## src/rtl/sw_pe_cell.sv

```systemverilog
// sw_pe_cell: one Smith-Waterman / Needleman-Wunsch processing-element cell.
// Scores the up/left/diag candidates, keeps the latest and previous scores,
// and tracks the row maximum together with the column it occurred in.
module sw_pe_cell #(
    parameter int SCORE_W  = 8,
    parameter int BASE_W   = 3,
    parameter int POS_W    = 3,
    parameter int COL_W    = 10,
    parameter int MATCH    = 2,
    parameter int MISMATCH = 1,
    parameter int GAP      = 1
) (
    input  logic                      clk_i,
    input  logic                      rst_ni,
    input  logic                      start_i,
    input  logic                      in_valid_i,
    input  logic                      mode_i,
    input  logic signed [SCORE_W-1:0] up_in_i,
    input  logic signed [SCORE_W-1:0] left_in_i,
    input  logic signed [SCORE_W-1:0] diag_in_i,
    input  logic        [BASE_W-1:0]  ref_base_i,
    input  logic        [BASE_W-1:0]  qry_base_i,
    input  logic        [POS_W-1:0]   pos_up_i,
    input  logic        [POS_W-1:0]   pos_left_i,
    input  logic        [POS_W-1:0]   pos_diag_i,
    input  logic        [COL_W-1:0]   row_len_i,
    output logic                      out_valid_o,
    output logic signed [SCORE_W-1:0] out_current_o,
    output logic signed [SCORE_W-1:0] out_prev_o,
    output logic        [POS_W-1:0]   out_re_pos_o,
    output logic        [1:0]         out_dir_o,
    output logic signed [SCORE_W-1:0] best_score_o,
    output logic        [COL_W-1:0]   best_col_o,
    output logic                      row_done_o
);

    // Candidates carry two guard bits so +/- penalties never wrap before saturation.
    localparam int EW = SCORE_W + 2;

    localparam logic signed [SCORE_W-1:0] SMAX = {1'b0, {(SCORE_W-1){1'b1}}};
    localparam logic signed [SCORE_W-1:0] SMIN = {1'b1, {(SCORE_W-1){1'b0}}};
    localparam logic signed [EW-1:0] SMAX_E = {3'b000, {(SCORE_W-1){1'b1}}};
    localparam logic signed [EW-1:0] SMIN_E = {3'b111, {(SCORE_W-1){1'b0}}};
    localparam logic signed [EW-1:0] GAP_E      = EW'(GAP);
    localparam logic signed [EW-1:0] MATCH_E    = EW'(MATCH);
    localparam logic signed [EW-1:0] MISMATCH_E = EW'(MISMATCH);
    localparam logic [COL_W-1:0] COL_ONE = {{(COL_W-1){1'b0}}, 1'b1};

    localparam logic [1:0] DIR_NONE = 2'b00;
    localparam logic [1:0] DIR_UP   = 2'b01;
    localparam logic [1:0] DIR_LEFT = 2'b10;
    localparam logic [1:0] DIR_DIAG = 2'b11;

    function automatic logic signed [SCORE_W-1:0] sat(input logic signed [EW-1:0] v);
        if (v > SMAX_E) begin
            sat = SMAX;
        end else if (v < SMIN_E) begin
            sat = SMIN;
        end else begin
            sat = v[SCORE_W-1:0];
        end
    endfunction

    logic                      mode_q, mode_d;
    logic        [COL_W-1:0]   row_len_q, row_len_d;
    logic        [COL_W-1:0]   cnt_q, cnt_d;
    logic                      valid_q, valid_d;
    logic                      row_done_q, row_done_d;
    logic signed [SCORE_W-1:0] cur_q, cur_d;
    logic signed [SCORE_W-1:0] prev_q, prev_d;
    logic        [POS_W-1:0]   re_pos_q, re_pos_d;
    logic        [1:0]         dir_q, dir_d;
    logic signed [SCORE_W-1:0] best_q, best_d;
    logic        [COL_W-1:0]   best_col_q, best_col_d;

    logic signed [EW-1:0]      up_ext, left_ext, diag_ext;
    logic signed [SCORE_W-1:0] up_c, left_c, diag_c;
    logic signed [SCORE_W-1:0] sel_val, score;
    logic        [1:0]         sel_dir, score_dir;
    logic        [POS_W-1:0]   sel_pos, score_pos;

    // Saturated candidates and priority selection (up, then left, then diag), with local-mode clamp.
    always_comb begin
        up_ext   = {{2{up_in_i[SCORE_W-1]}}, up_in_i};
        left_ext = {{2{left_in_i[SCORE_W-1]}}, left_in_i};
        diag_ext = {{2{diag_in_i[SCORE_W-1]}}, diag_in_i};
        up_c     = sat(up_ext - GAP_E);
        left_c   = sat(left_ext - GAP_E);
        diag_c   = (ref_base_i == qry_base_i) ? sat(diag_ext + MATCH_E)
                                              : sat(diag_ext - MISMATCH_E);
        if ((up_c >= left_c) && (up_c >= diag_c)) begin
            sel_val = up_c;
            sel_dir = DIR_UP;
            sel_pos = pos_up_i;
        end else if (left_c >= diag_c) begin
            sel_val = left_c;
            sel_dir = DIR_LEFT;
            sel_pos = pos_left_i;
        end else begin
            sel_val = diag_c;
            sel_dir = DIR_DIAG;
            sel_pos = pos_diag_i;
        end
        // A start in the same cycle brings its own mode, so the cell obeys the new row's mode.
        if (!(start_i ? mode_i : mode_q) && (sel_val < 0)) begin
            score     = '0;
            score_dir = DIR_NONE;
            score_pos = '1;
        end else begin
            score     = sel_val;
            score_dir = sel_dir;
            score_pos = sel_pos;
        end
    end

    logic [COL_W-1:0]          eff_len, eff_cnt, eff_col;
    logic signed [SCORE_W-1:0] eff_best, eff_cur;
    logic                      last_col;

    // Next-state: start clears first, then an accepted cell updates against the cleared state.
    always_comb begin
        eff_len  = start_i ? row_len_i : row_len_q;
        eff_cnt  = start_i ? '0 : cnt_q;
        eff_col  = start_i ? '0 : best_col_q;
        eff_best = start_i ? (mode_i ? SMIN : '0) : best_q;
        eff_cur  = start_i ? '0 : cur_q;
        // A zero row length means the full counter range: wrap only on overflow.
        last_col = (eff_len == '0) ? (&eff_cnt) : (eff_cnt == (eff_len - COL_ONE));

        mode_d     = start_i ? mode_i : mode_q;
        row_len_d  = eff_len;
        cnt_d      = eff_cnt;
        best_d     = eff_best;
        best_col_d = eff_col;
        cur_d      = eff_cur;
        prev_d     = start_i ? '0 : prev_q;
        dir_d      = dir_q;
        re_pos_d   = re_pos_q;
        valid_d    = in_valid_i;
        row_done_d = in_valid_i && last_col;

        if (in_valid_i) begin
            prev_d   = eff_cur;
            cur_d    = score;
            dir_d    = score_dir;
            re_pos_d = score_pos;
            cnt_d    = last_col ? '0 : (eff_cnt + COL_ONE);
            if (score > eff_best) begin
                best_d     = score;
                best_col_d = eff_cnt;
            end
        end
    end

    // State registers; reset aborts any row in progress and returns to local mode.
    always_ff @(posedge clk_i or negedge rst_ni) begin
        if (!rst_ni) begin
            mode_q     <= 1'b0;
            row_len_q  <= '0;
            cnt_q      <= '0;
            valid_q    <= 1'b0;
            row_done_q <= 1'b0;
            cur_q      <= '0;
            prev_q     <= '0;
            re_pos_q   <= '0;
            dir_q      <= '0;
            best_q     <= '0;
            best_col_q <= '0;
        end else begin
            mode_q     <= mode_d;
            row_len_q  <= row_len_d;
            cnt_q      <= cnt_d;
            valid_q    <= valid_d;
            row_done_q <= row_done_d;
            cur_q      <= cur_d;
            prev_q     <= prev_d;
            re_pos_q   <= re_pos_d;
            dir_q      <= dir_d;
            best_q     <= best_d;
            best_col_q <= best_col_d;
        end
    end

    assign out_valid_o   = valid_q;
    assign out_current_o = cur_q;
    assign out_prev_o    = prev_q;
    assign out_re_pos_o  = re_pos_q;
    assign out_dir_o     = dir_q;
    assign best_score_o  = best_q;
    assign best_col_o    = best_col_q;
    assign row_done_o    = row_done_q;

endmodule

```

## config.mk

```make
export PLATFORM = sky130hd
export DESIGN_NAME = sw_pe_cell
export DESIGN_NICKNAME = d
export VERILOG_FILES = /design/src/rtl/sw_pe_cell.sv
export SDC_FILE = /design/constraint.sdc
export NUM_CORES = 1
export LEC_CHECK = 0
export CAP_MARGIN = 25
export CORE_ASPECT_RATIO = 1.75
export CORE_MARGIN = 3
export CORE_UTILIZATION = 49
export CTS_CLUSTER_DIAMETER = 50
export DETAILED_ROUTE_END_ITERATION = 16
export GPL_TIMING_DRIVEN = 0
export HOLD_SLACK_MARGIN = 0.15
export PLACE_DENSITY = 0.77
export SYNTH_ARGS = -nofsm -noshare
export SYNTH_HDL_FRONTEND = slang
export SYNTH_SLANG_ARGS = --single-unit
```

## constraint.sdc

```tcl
create_clock -name clk_i -period 3.5 [get_ports clk_i]
set_clock_uncertainty 0.15 [all_clocks]
set_input_delay 0.7 -clock clk_i [delete_from_list [all_inputs] [get_ports clk_i]]
set_output_delay 0.7 -clock clk_i [all_outputs]
set_load 0.05 [all_outputs]
```

==> results.sh <==
export IMPL_clkSinkCount=62
export IMPL_critical_path_slowest_cell="sky130_fd_sc_hd__a2111oi_4"
export IMPL_timing_max_transition_violations_final=0
export IMPL_cts_root_buf="sky130_fd_sc_hd__clkbuf_16"
export IMPL_grt_first_pass_wirelength_um=31710
export IMPL_cap_violations=0
export IMPL_antenna_violations_before_repair=0
export IMPL_source_of_the_worst_register_to_register_timing_path="mode_q"
export IMPL_grt_setup_unrepaired="yes"
export IMPL_met3RoutedLength_um=1464
export IMPL_yosysWarnings=0
export IMPL_run_status="finished with violations"
export IMPL_power_leakage_nw=3.615
export IMPL_post_place_cells=869
export IMPL_synthTopCellsByArea="sky130_fd_sc_hd__dfrtp_1 (29%), sky130_fd_sc_hd__ha_1 (9.5%), sky130_fd_sc_hd__mux2i_1 (5.7%), sky130_fd_sc_hd__nor2_1 (4.4%), sky130_fd_sc_hd__o21ai_0 (3.8%)"
export IMPL_routedWlPerCell_um=23.01
export IMPL_fin_crit_ns=5.546
export IMPL_r2r_worst_path_cells=15
export IMPL_post_dp_hpwl_um=13190
export IMPL_worstSetupStartpointType="input pin"
export IMPL_violated_checks="setup timing"
export IMPL_postSynthNetCount=742
export IMPL_cp_max_fo=6
export IMPL_postSynthCellCount=647
export IMPL_clockBufferDepth=2
export IMPL_final_cells=966
export IMPL_grt_usage=0.3204
export IMPL_timing_final_setup_violations=42
export IMPL_cts_tree="done"
export IMPL_numPortBuffers=91
export IMPL_hold_buffers=0
export IMPL_final_global_route_overflow_total=0
export IMPL_netlist_top_cells_count="sky130_fd_sc_hd__nor2_1 (64), sky130_fd_sc_hd__dfrtp_1 (62), sky130_fd_sc_hd__nand2_1 (53)"
export IMPL_floorplan_rows=50
export IMPL_timing_final_hold_violations=0
export IMPL_transition_time_at_the_pin_with_the_least_slew_margin_ns=0.6379
export IMPL_power_density_cell_area_nw_per_um2=478.9
export IMPL_die_height_um=145.2
export IMPL_synth_enable_flop_cells=0
export IMPL_dr_pass1_iters=6
export IMPL_synth_flop_cell="sky130_fd_sc_hd__dfrtp_1"
export IMPL_design_final_nets=926
export IMPL_synth_area_leader_cell="sky130_fd_sc_hd__dfrtp_1"
export IMPL_critical_path_startpoint="diag_in_i[2]"
export IMPL_initial_cell_density_of_the_core=0.5042
export IMPL_crit_path_max_delay_family="compound AO/OA/AOI/OAI gates"
export IMPL_synth_top_area_frac=0.2860
export IMPL_cp_slowest_stage_delay_ns=0.42
export IMPL_slew_headroom=0.5625
export IMPL_grt_pass1_vias=6277
export IMPL_sequential_share_of_the_synthesized_area=0.2860
export IMPL_post_synth_instance_area_um2=5425
export IMPL_dr_first_iter_drc_count=461
export IMPL_ios=95
export IMPL_worst_endpoint_required_ns=3.57
export IMPL_criticalPathCategory="in -> reg"
export IMPL_hold_path_class="in -> async"
export IMPL_ys_seq_elements=62
export IMPL_async_flop_share=1.000
export IMPL_worstSetupEndpointType="flip-flop"
export IMPL_endpoint="best_score_o[6]"
export IMPL_die_area_um2=12420
export IMPL_final_antenna_net_count=0
export IMPL_route_detailed_vias_per_inst=6.582
export IMPL_n_antenna_cell=0
export IMPL_worst_setup_hold_path_clk_slew_ns=0.06
export IMPL_rrSetupSlack_ns=-0.51
export IMPL_detailedPlace_worstSlack_ns=-3.496
export IMPL_detailroute_wirelength_met2_um=11850
export IMPL_path_buf_inv=6
export IMPL_cts_buffers_inserted=9
export IMPL_routedLengthMet1_um=7202
export IMPL_drive_gt1_frac=0.3541
export IMPL_post_route_period_util=1.585
export IMPL_vias=6358
export IMPL_fmax_mhz=180.3
export IMPL_layout_setup_ws_ns=-2.046
export IMPL_syn_to_final_growth_pct=59.99
export IMPL_worst_ep_arrival_ns=5.61
export IMPL_detail_route_drc_violations=0
export IMPL_topRoutingLayerUsed="met4"
export IMPL_h_tree_depth=3
export IMPL_core_area_um2=10760
export IMPL_worst_ir_drop_vdd_uv=427.5
export IMPL_most_numerous_cell_in_the_yosys_netlist="sky130_fd_sc_hd__nor2_1"
export IMPL_critical_path_cell_count=26
export IMPL_routed_wirelength_um=22230
export IMPL_grt_max_degree=41
export IMPL_worst_case_hold_slack_ns=0.1901
export IMPL_worstReg2RegEnd="best_score_o[6]"
export IMPL_gp_congestion=0.9259
export IMPL_floorplan_die_width_um=85.54
export IMPL_clkLatencyLatePin_ns=0.34
export IMPL_post_synth_cell_area_avg_um2=8.385
export IMPL_yosysUniqueCellTypes=72
through the flow:
step / util / setup TNS [ns] / total power (W) / instance area (um2)
global placement: 0.6265 / -113.84 / 0.002463 / 6741
floorplan: - / -39.30 / 0.001986 / 5668
CTS: 0.7676 / -47.60 / 0.003820 / 8259
detailed placement: 0.6279 / -97.19 / 0.002510 / 6756
finish: 0.8066 / -52.45 / 0.004157 / 8680
global route: 0.8066 / -56.71 / 0.004284 / 8680
cell usage in the layout (no fill, tap or decap), types with 7 or more instances in the layout:
cell type / Yosys / layout
sky130_fd_sc_hd__nand2_1: 53 / 52
sky130_fd_sc_hd__nor3_1: 20 / 14
sky130_fd_sc_hd__buf_4: 2 / 69
sky130_fd_sc_hd__clkbuf_1: 19 / 9
sky130_fd_sc_hd__a22o_1: 9 / 8
sky130_fd_sc_hd__nor2_2: 0 / 7
sky130_fd_sc_hd__o211ai_1: 8 / 8
sky130_fd_sc_hd__dlygate4sd2_1: 0 / 9
sky130_fd_sc_hd__mux2i_1: 31 / 24
sky130_fd_sc_hd__nor2_1: 64 / 51
sky130_fd_sc_hd__nand3_1: 20 / 13
sky130_fd_sc_hd__mux2_2: 10 / 7
sky130_fd_sc_hd__nand2b_1: 11 / 7
sky130_fd_sc_hd__ha_1: 41 / 27
sky130_fd_sc_hd__buf_8: 0 / 9
sky130_fd_sc_hd__nor2b_1: 14 / 12
sky130_fd_sc_hd__o21ai_1: 1 / 7
sky130_fd_sc_hd__ha_4: 0 / 13
sky130_fd_sc_hd__xor2_1: 9 / 9
sky130_fd_sc_hd__a21oi_1: 23 / 12
sky130_fd_sc_hd__buf_6: 0 / 15
sky130_fd_sc_hd__clkdlybuf4s50_1: 0 / 63
sky130_fd_sc_hd__buf_2: 7 / 10
sky130_fd_sc_hd__inv_1: 32 / 23
sky130_fd_sc_hd__o21ai_2: 1 / 8
sky130_fd_sc_hd__dfrtp_1: 62 / 62
sky130_fd_sc_hd__nand4_1: 12 / 12
sky130_fd_sc_hd__clkbuf_16: 0 / 9
sky130_fd_sc_hd__o21ai_0: 41 / 22
sky130_fd_sc_hd__a21oi_2: 0 / 8
sky130_fd_sc_hd__buf_12: 0 / 7
sky130_fd_sc_hd__xnor2_1: 22 / 19
worst reg2reg max path, cell delays in order (launching register included):
cell                       delay (ns)
sky130_fd_sc_hd__dfrtp_1         0.38
sky130_fd_sc_hd__mux2i_1         0.50
sky130_fd_sc_hd__inv_1           0.20
sky130_fd_sc_hd__or4b_4          0.60
sky130_fd_sc_hd__nand2_4         0.11
sky130_fd_sc_hd__buf_12          0.14
sky130_fd_sc_hd__buf_12          0.11
sky130_fd_sc_hd__a211oi_4        0.05
sky130_fd_sc_hd__ha_1            0.41
sky130_fd_sc_hd__nand4_1         0.15
sky130_fd_sc_hd__o221ai_1        0.21
sky130_fd_sc_hd__o21ai_1         0.13
sky130_fd_sc_hd__o21ai_2         0.16
sky130_fd_sc_hd__buf_6           0.15
sky130_fd_sc_hd__buf_6           0.14
sky130_fd_sc_hd__mux2_4          0.31
where the power goes:
part,switching [W],internal [W]
Clock,0.000324,0.000589
Combinational,0.00129,0.00102
Sequential,0.000106,0.000825
Total,0.00172,0.00243
worst min-delay path by stage:
stage / startpoint / end / slack, ns / depth (start not counted)
floorplan: rst_ni / best_col_o[0] / 0.25 / 0
detailed placement: out_dir_o[0] / out_dir_o[0] / 0.34 / 1
global placement: row_len_q[1] / row_len_q[1] / 0.35 / 2
CTS: rst_ni / out_prev_o[7] / 0.20 / 1
global route: rst_ni / best_score_o[0] / 0.23 / 1
finish: rst_ni / best_score_o[4] / 0.19 / 1
registers in the layout, indices dropped and copies added, names as in the netlist, 2 cells and up:
| register | flops |
|---|---|
| best_col_o | 10 |
| cnt_q | 10 |
| row_len_q | 10 |
| best_score_o | 8 |
| out_current_o | 8 |
| out_prev_o | 8 |
| out_re_pos_o | 3 |
| out_dir_o | 2 |
layout make-up:
cell class / count / area (um2)
flip-flops and latches: 62 / 1551
plain buffers: 27 / 207.7
well taps: 130 / 162.7
clock buffers: 13 / 260.3
inverters: 32 / 137.6
multi-input cells: 522 / 4677
clock inverters: 3 / 42.54
repair buffers: 177 / 1640
fillers: 646 / 2081
timing repair:
action                                  4_1_cts  5_1_grt
buffers inserted                             66       23
hold endpoints to repair                      0        0
pin swaps                                    61       55
gates resized for setup                     230       85
endpoints found under the setup margin       42       42
gates cloned                                  2        0
metal layers:
layer / global-route usage / vias to the layer above
li1: - / 2760
met1: 0.3193 / 3033
met2: 0.5962 / 427
met3: 0.05000 / 138
met4: 0.1973 / 0
met5: 0 / -
kinds of logic (layout without fill, tap and decap cells):
group           count (synthesis)  in the layout  share of synthesized area
xor+xnor                       31             31                    0.05005
mux                            41             41                    0.07795
fa+ha+maj                      41             41                    0.09456
flops                          62             62                     0.2860
compound gates                166            166                     0.2182
buf+inv                        64            252                    0.04728
simple gates                  242            243                     0.2260
Power figures use the tool's default switching activity.
